`src/rtl/storage_pkg.sv`:
```
// storage_pkg: shared types and constants for the memory port arbiter and its round-robin core.
package storage_pkg;
    typedef enum logic [1:0] {IDLE, ISSUE, RESP} arb_state_e;
    typedef enum logic {PORT_INSTR, PORT_DATA} port_id_e;
    localparam logic [31:0] DEF_SRAM_LIMIT = 32'h0000_1000;
    localparam logic [31:0] ERR_RDATA = 32'hDEAD_BEEF;
endpackage

```
`src/rtl/mem_rr_arbiter.sv`:
```
// mem_rr_arbiter: two-input round-robin arbiter; priority moves away from a port only when it is granted.
module mem_rr_arbiter
    import storage_pkg::*;
(
    input  logic       clk,
    input  logic       rst,
    input  logic       en,
    input  logic [1:0] req,
    output logic [1:0] gnt
);
    port_id_e prio;
    assign gnt[0] = en & req[0] & (~req[1] | (prio == PORT_INSTR));
    assign gnt[1] = en & req[1] & (~req[0] | (prio == PORT_DATA));
    always_ff @(posedge clk) begin
        if (!rst) prio <= PORT_INSTR;
        else if (|gnt) prio <= gnt[0] ? PORT_DATA : PORT_INSTR;
    end
endmodule

```
`src/rtl/mem_port_arbiter.sv`:
```
// mem_port_arbiter: serialises instruction and data ports, one access at a time, onto storage_controller.
module mem_port_arbiter
    import storage_pkg::*;
#(
    parameter int unsigned MEM_W          = 32,
    parameter int unsigned MEM_SZ         = 262144,
    parameter logic [31:0] SRAM_LIMIT     = DEF_SRAM_LIMIT,
    parameter int unsigned TIMEOUT_CYCLES = 1024
) (
    input  logic               clk,
    input  logic               rst,
    input  logic               i_req,
    input  logic [31:0]        i_addr,
    output logic               i_gnt,
    output logic               i_rvalid,
    output logic [MEM_W-1:0]   i_rdata,
    output logic               i_err,
    input  logic               d_req,
    input  logic               d_we,
    input  logic [MEM_W/8-1:0] d_be,
    input  logic [31:0]        d_addr,
    input  logic [MEM_W-1:0]   d_wdata,
    output logic               d_gnt,
    output logic               d_rvalid,
    output logic [MEM_W-1:0]   d_rdata,
    output logic               d_err,
    input  logic               prog_mode,
    output logic               sc_memory_access,
    output logic               sc_is_writing,
    output logic [31:0]        sc_addr,
    output logic [MEM_W-1:0]   sc_wdata,
    output logic [MEM_W/8-1:0] sc_be,
    output logic               sc_external,
    input  logic [MEM_W-1:0]   sc_rdata,
    input  logic               sc_valid
);
    localparam int CW = $clog2(TIMEOUT_CYCLES + 1);
    arb_state_e         state;
    port_id_e           port;
    logic [31:0]        acc_addr;
    logic               acc_we;
    logic [MEM_W/8-1:0] acc_be;
    logic [MEM_W-1:0]   acc_wdata;
    logic [MEM_W-1:0]   rdata;
    logic               err;
    logic [CW-1:0]      cnt;
    logic [1:0]         gnt;
    logic [31:0]        sel_addr;
    logic               sel_we, bad, issue, resp, timed_out;

    mem_rr_arbiter u_arb (
        .clk (clk),
        .rst (rst),
        .en  (rst & (state == IDLE) & ~prog_mode),
        .req ({d_req, i_req}),
        .gnt (gnt)
    );

    assign i_gnt     = gnt[0];
    assign d_gnt     = gnt[1];
    assign sel_addr  = gnt[1] ? d_addr : i_addr;
    assign sel_we    = gnt[1] & d_we;
    // External QSPI is read-only from the core side, so writes there never reach the controller
    assign bad       = (sel_addr >= MEM_SZ) | ((sel_addr >= SRAM_LIMIT) & sel_we);
    assign issue     = state == ISSUE;
    assign resp      = state == RESP;
    assign timed_out = cnt == CW'(TIMEOUT_CYCLES - 1);

    assign sc_memory_access = issue;
    assign sc_is_writing    = issue & acc_we;
    assign sc_addr          = issue ? acc_addr : '0;
    assign sc_wdata         = issue ? acc_wdata : '0;
    assign sc_be            = issue ? acc_be : '0;
    assign sc_external      = issue & (acc_addr >= SRAM_LIMIT);

    assign i_rvalid = resp & (port == PORT_INSTR);
    assign d_rvalid = resp & (port == PORT_DATA);
    assign i_rdata  = i_rvalid ? rdata : '0;
    assign d_rdata  = d_rvalid ? rdata : '0;
    assign i_err    = i_rvalid & err;
    assign d_err    = d_rvalid & err;

    always_ff @(posedge clk) begin
        if (!rst) begin
            state     <= IDLE;
            port      <= PORT_INSTR;
            acc_addr  <= '0;
            acc_we    <= 1'b0;
            acc_be    <= '0;
            acc_wdata <= '0;
            rdata     <= '0;
            err       <= 1'b0;
            cnt       <= '0;
        end else begin
            case (state)
                IDLE: if (|gnt) begin
                    port      <= gnt[1] ? PORT_DATA : PORT_INSTR;
                    acc_addr  <= sel_addr;
                    acc_we    <= sel_we;
                    acc_be    <= gnt[1] ? d_be : '1;
                    acc_wdata <= gnt[1] ? d_wdata : '0;
                    rdata     <= '0;
                    err       <= bad;
                    cnt       <= '0;
                    state     <= bad ? RESP : ISSUE;
                end
                ISSUE: begin
                    cnt <= cnt + 1'b1;
                    // The controller never completes while programming, so that is treated as a timeout
                    if (sc_valid) begin
                        rdata <= acc_we ? '0 : sc_rdata;
                        err   <= 1'b0;
                        state <= RESP;
                    end else if (timed_out | prog_mode) begin
                        rdata <= MEM_W'(ERR_RDATA);
                        err   <= 1'b1;
                        state <= RESP;
                    end
                end
                default: state <= IDLE;
            endcase
        end
    end
endmodule

```
`config.mk`:
```
export PLATFORM = sky130hd
export DESIGN_NAME = mem_port_arbiter
export DESIGN_NICKNAME = d
export VERILOG_FILES = /design/src/rtl/storage_pkg.sv /design/src/rtl/mem_rr_arbiter.sv /design/src/rtl/mem_port_arbiter.sv
export SDC_FILE = /design/constraint.sdc
export NUM_CORES = 1
export LEC_CHECK = 0
export BUFFER_PORTS_ARGS = -buffer_cell sky130_fd_sc_hd__buf_2
export CAP_MARGIN = 0
export CORE_ASPECT_RATIO = 1.4
export CORE_UTILIZATION = 47
export CTS_CLUSTER_SIZE = 12
export DETAILED_ROUTE_END_ITERATION = 10
export PLACE_DENSITY = 0.8
export SYNTH_ARGS = -nofsm -noshare
export SYNTH_HDL_FRONTEND = slang
export SYNTH_HIERARCHICAL = 1
export SYNTH_SLANG_ARGS = --single-unit
```
`constraint.sdc`:
```
create_clock -name clk -period 3.4 [get_ports clk]
set_input_delay 0.51 -clock clk [delete_from_list [all_inputs] [get_ports clk]]
set_output_delay 0.51 -clock clk [all_outputs]
set_load 0.1 [all_outputs]
```
==> impl_metrics.tcl <==
set metrics [dict create \
    dp_hpwl_mm 12.3 \
    layout-drive-gt1-share_pct 38.7 \
    placed_cells_incl_taps 1055 \
    post_synth_fa_ha_maj_area_fraction_pct 0.207 \
    cts_hold_buf 0 \
    crit_type "flip-flop to output port" \
    n_fill_cell 1094 \
    final.setup.tns_ns 0 \
    dominantRegCellSynth "sky130_fd_sc_hd__dfxtp_1" \
    most_frequent_cells_in_the_layout "sky130_fd_sc_hd__buf_2, sky130_fd_sc_hd__and2_1, sky130_fd_sc_hd__dfxtp_1, sky130_fd_sc_hd__nor2b_1, sky130_fd_sc_hd__a22oi_1" \
    synth_fp_nets 813 \
    finalWirelength_mm 16.9 \
    post_synth_design_cell_area_um2 6040 \
    chipHeight_um 136 \
    finalHoldViolCount 0 \
    synth_mux_area_share_pct 5.68 \
    ctsLongestPathBuffers 2 \
    post-synth-top-area-cell "sky130_fd_sc_hd__dfxtp_1" \
    synth-edff-count 0 \
    wire_per_inst_um 15.5 \
    worstSetupStartpointType "flip-flop" \
    die_x_um 97.8 \
    grt_max_degree 75 \
    finalWeightedCongestion 0.780 \
    cts.clk_slew.worst_paths_ns 0.05 \
    numPortBuffers 279 \
    synth-seq-cells 117 \
    worst_ep_required_time_ns 2.89 \
    setup.worst_path.end_class "output port" \
    routed_via_density 5.27 \
    final_core_utilization_pct 65.3 \
    leakage_nw 4.08 \
    layout.nets 1064 \
    yosysTopAreaCellShare_pct 38.8 \
    first_global_vias 5485 \
    syn_to_final_growth_pct 34.5 \
    synth_simple_gate_area_share_pct 33.2 \
    cts-buffers-inserted 17 \
    finalMaxSlewViolations 0 \
    synth_top_cells_by_area "sky130_fd_sc_hd__dfxtp_1, sky130_fd_sc_hd__and2_1, sky130_fd_sc_hd__o211a_1" \
    initial_core_util_pct 48.6 \
    ioPinCount 280 \
    synth-warning-count 6 \
    rsz0062_at_grt "no" \
    post_synth.cell_area_avg_um2 8.97 \
    period_needed_ns 3.06 \
    clockRootBuffer "sky130_fd_sc_hd__clkbuf_16" \
    cts_repair_resized_insts 0 \
    violations_in_the_final_reports "DRC" \
    worst-endpoint-arrival_ns 2.55 \
    placed_area_um2 7530 \
    worst_skew_pair.late_latency_ns 0.40 \
    timing.final.ws_setup_ns 0.338 \
    detailedRoute.firstPassIterationCount 9 \
    synth-compound-area-share_pct 17.7 \
    timing.critical_path.fanout_max 71 \
    grt_pass1_wl_mm 26.5 \
    floorplan.core_area_um2 12400 \
    asyncSetResetFlopFracSynth_pct 0 \
    n_antenna_cell 0 \
    count_of_unique_library_cells_instantiated_by_yosys 50 \
    setup_viol 0 \
    tritoncts_num_sinks 117 \
    ir_worst_vdd_v 0.000330 \
    antenna_found_initial 0 \
    power_density_nw_per_um2 449 \
    worst_slew_margin_rel_pct 33.8 \
    synth_top_family_by_area "simple AND/OR/NAND/NOR gates" \
    yosys.area_share.xor_xnor_pct 0 \
    timing.max_cap.violations 0 \
    synthCells 673 \
    detail-route-antenna-nets 0 \
    post_layout_nonfiller_instances 1087 \
    hold_class "primary input to flip-flop" \
    max_freq_ghz 0.327 \
    cts-htree-levels 4 \
    synth-seq-area-share_pct 38.8 \
    worst_clock_skew_ns 0.00876 \
    cts_setup_buffers 0 \
    area_of_the_die_um2 13300 \
    vias 5732 \
    period_share_pct 90.0 \
    drt_iter0_markers 257 \
    postLayoutCellArea_um2 8120 \
    outcome "complete, but fails checks" \
    globalRoute.totalOverflow 0 \
    pre_cts_ws_ns 0.762 \
    overall_global_routing_usage_pct 25.1 \
    remaining_drc_errors 46 \
    clock_tree_from_tritoncts "done" \
    num_rows 48 \
    tightest_slew_ns 0.992 \
    most_common_library_cell_in_the_layout_ignoring_fill_and_taps "sky130_fd_sc_hd__buf_2" \
]
==> worst max-delay path, cell delays in order, from the launching register on <==
cell and delay, ns:
sky130_fd_sc_hd__dfxtp_1 0.52, sky130_fd_sc_hd__nand2b_4 0.19, sky130_fd_sc_hd__inv_2 0.70, sky130_fd_sc_hd__and2_1 0.26, sky130_fd_sc_hd__buf_2 0.44
==> registers in the layout, summed over array words and instances, names as in the netlist, 2 cells and up <==
| signal | flops |
|---|---|
| state | 2 |
| acc_be | 4 |
| cnt | 11 |
| rdata | 32 |
| acc_addr | 32 |
| acc_wdata | 32 |
==> worst paths after layout <==
kind                                   from             to  slack (ns)  cells past startpoint
worst max-delay path               state[0]   sc_wdata[19]        0.34                      4
worst min-delay path            d_wdata[26]  acc_wdata[26]        0.37                      3
worst max register to register     state[0]      rdata[18]        0.95                      8
worst min register to register  acc_addr[3]    acc_addr[3]        0.49                      1
==> synthesized netlist by cell type (all sizes together), types with 2 or more instances <==
library cell,instances
nor2b,45
nor2,34
mux2,2
nor3b,25
clkbuf,40
a22oi,43
buf,16
a21oi,32
nor3,4
o21ai,10
nand2,42
or2,2
a31oi,2
and3,2
and2,139
o221a,4
dfxtp,117
nor4,13
inv,3
mux2i,32
nand4,3
nand3,10
o211a,37
==> where the power goes <==
part           internal (mW)  switching (mW)
clock                   1.14           0.634
combinational          0.176           0.213
sequential              1.44          0.0452
total                   2.75           0.893
==> per-layer routing <==
metal  global-route usage [%]  routed length [um]  vias up
li1                         -                   -     2855
met1                     27.1                6590     2632
met2                     47.6                8960      221
met4                     8.75                 280        0
met5                        0                   0        -
met3                     5.96                1030       24
==> final cells by class <==
cell class	count	area, um^2	area share (%)
inverters	3	11.3	0.139
multi-input cells	497	3470	42.7
clock buffers	21	470	5.79
well taps	150	188	2.31
clock inverters	11	123	1.51
flip-flops and latches	117	2340	28.8
repair buffers	288	1520	18.7
==> through the flow <==
step / total power, mW / hold WS (ns)
3_5_place_dp: 1.90 / 0.482
5_1_grt: 3.78 / 0.363
4_1_cts: 3.67 / 0.357
3_3_place_gp: 1.89 / 0.471
6_report: 3.64 / 0.365
2_1_floorplan: 1.75 / 0.441
==> kinds of logic (layout without fill, tap and decap cells) <==
group | Yosys count | after routing
multiplexers | 34 | 34
buffers and inverters | 59 | 323
flip-flops | 117 | 117
AO/OA/AOI/OAI | 137 | 137
AND/OR/NAND/NOR | 325 | 325
adder cells (fa/ha/maj) | 1 | 1
(Power assumes the default switching activity.)
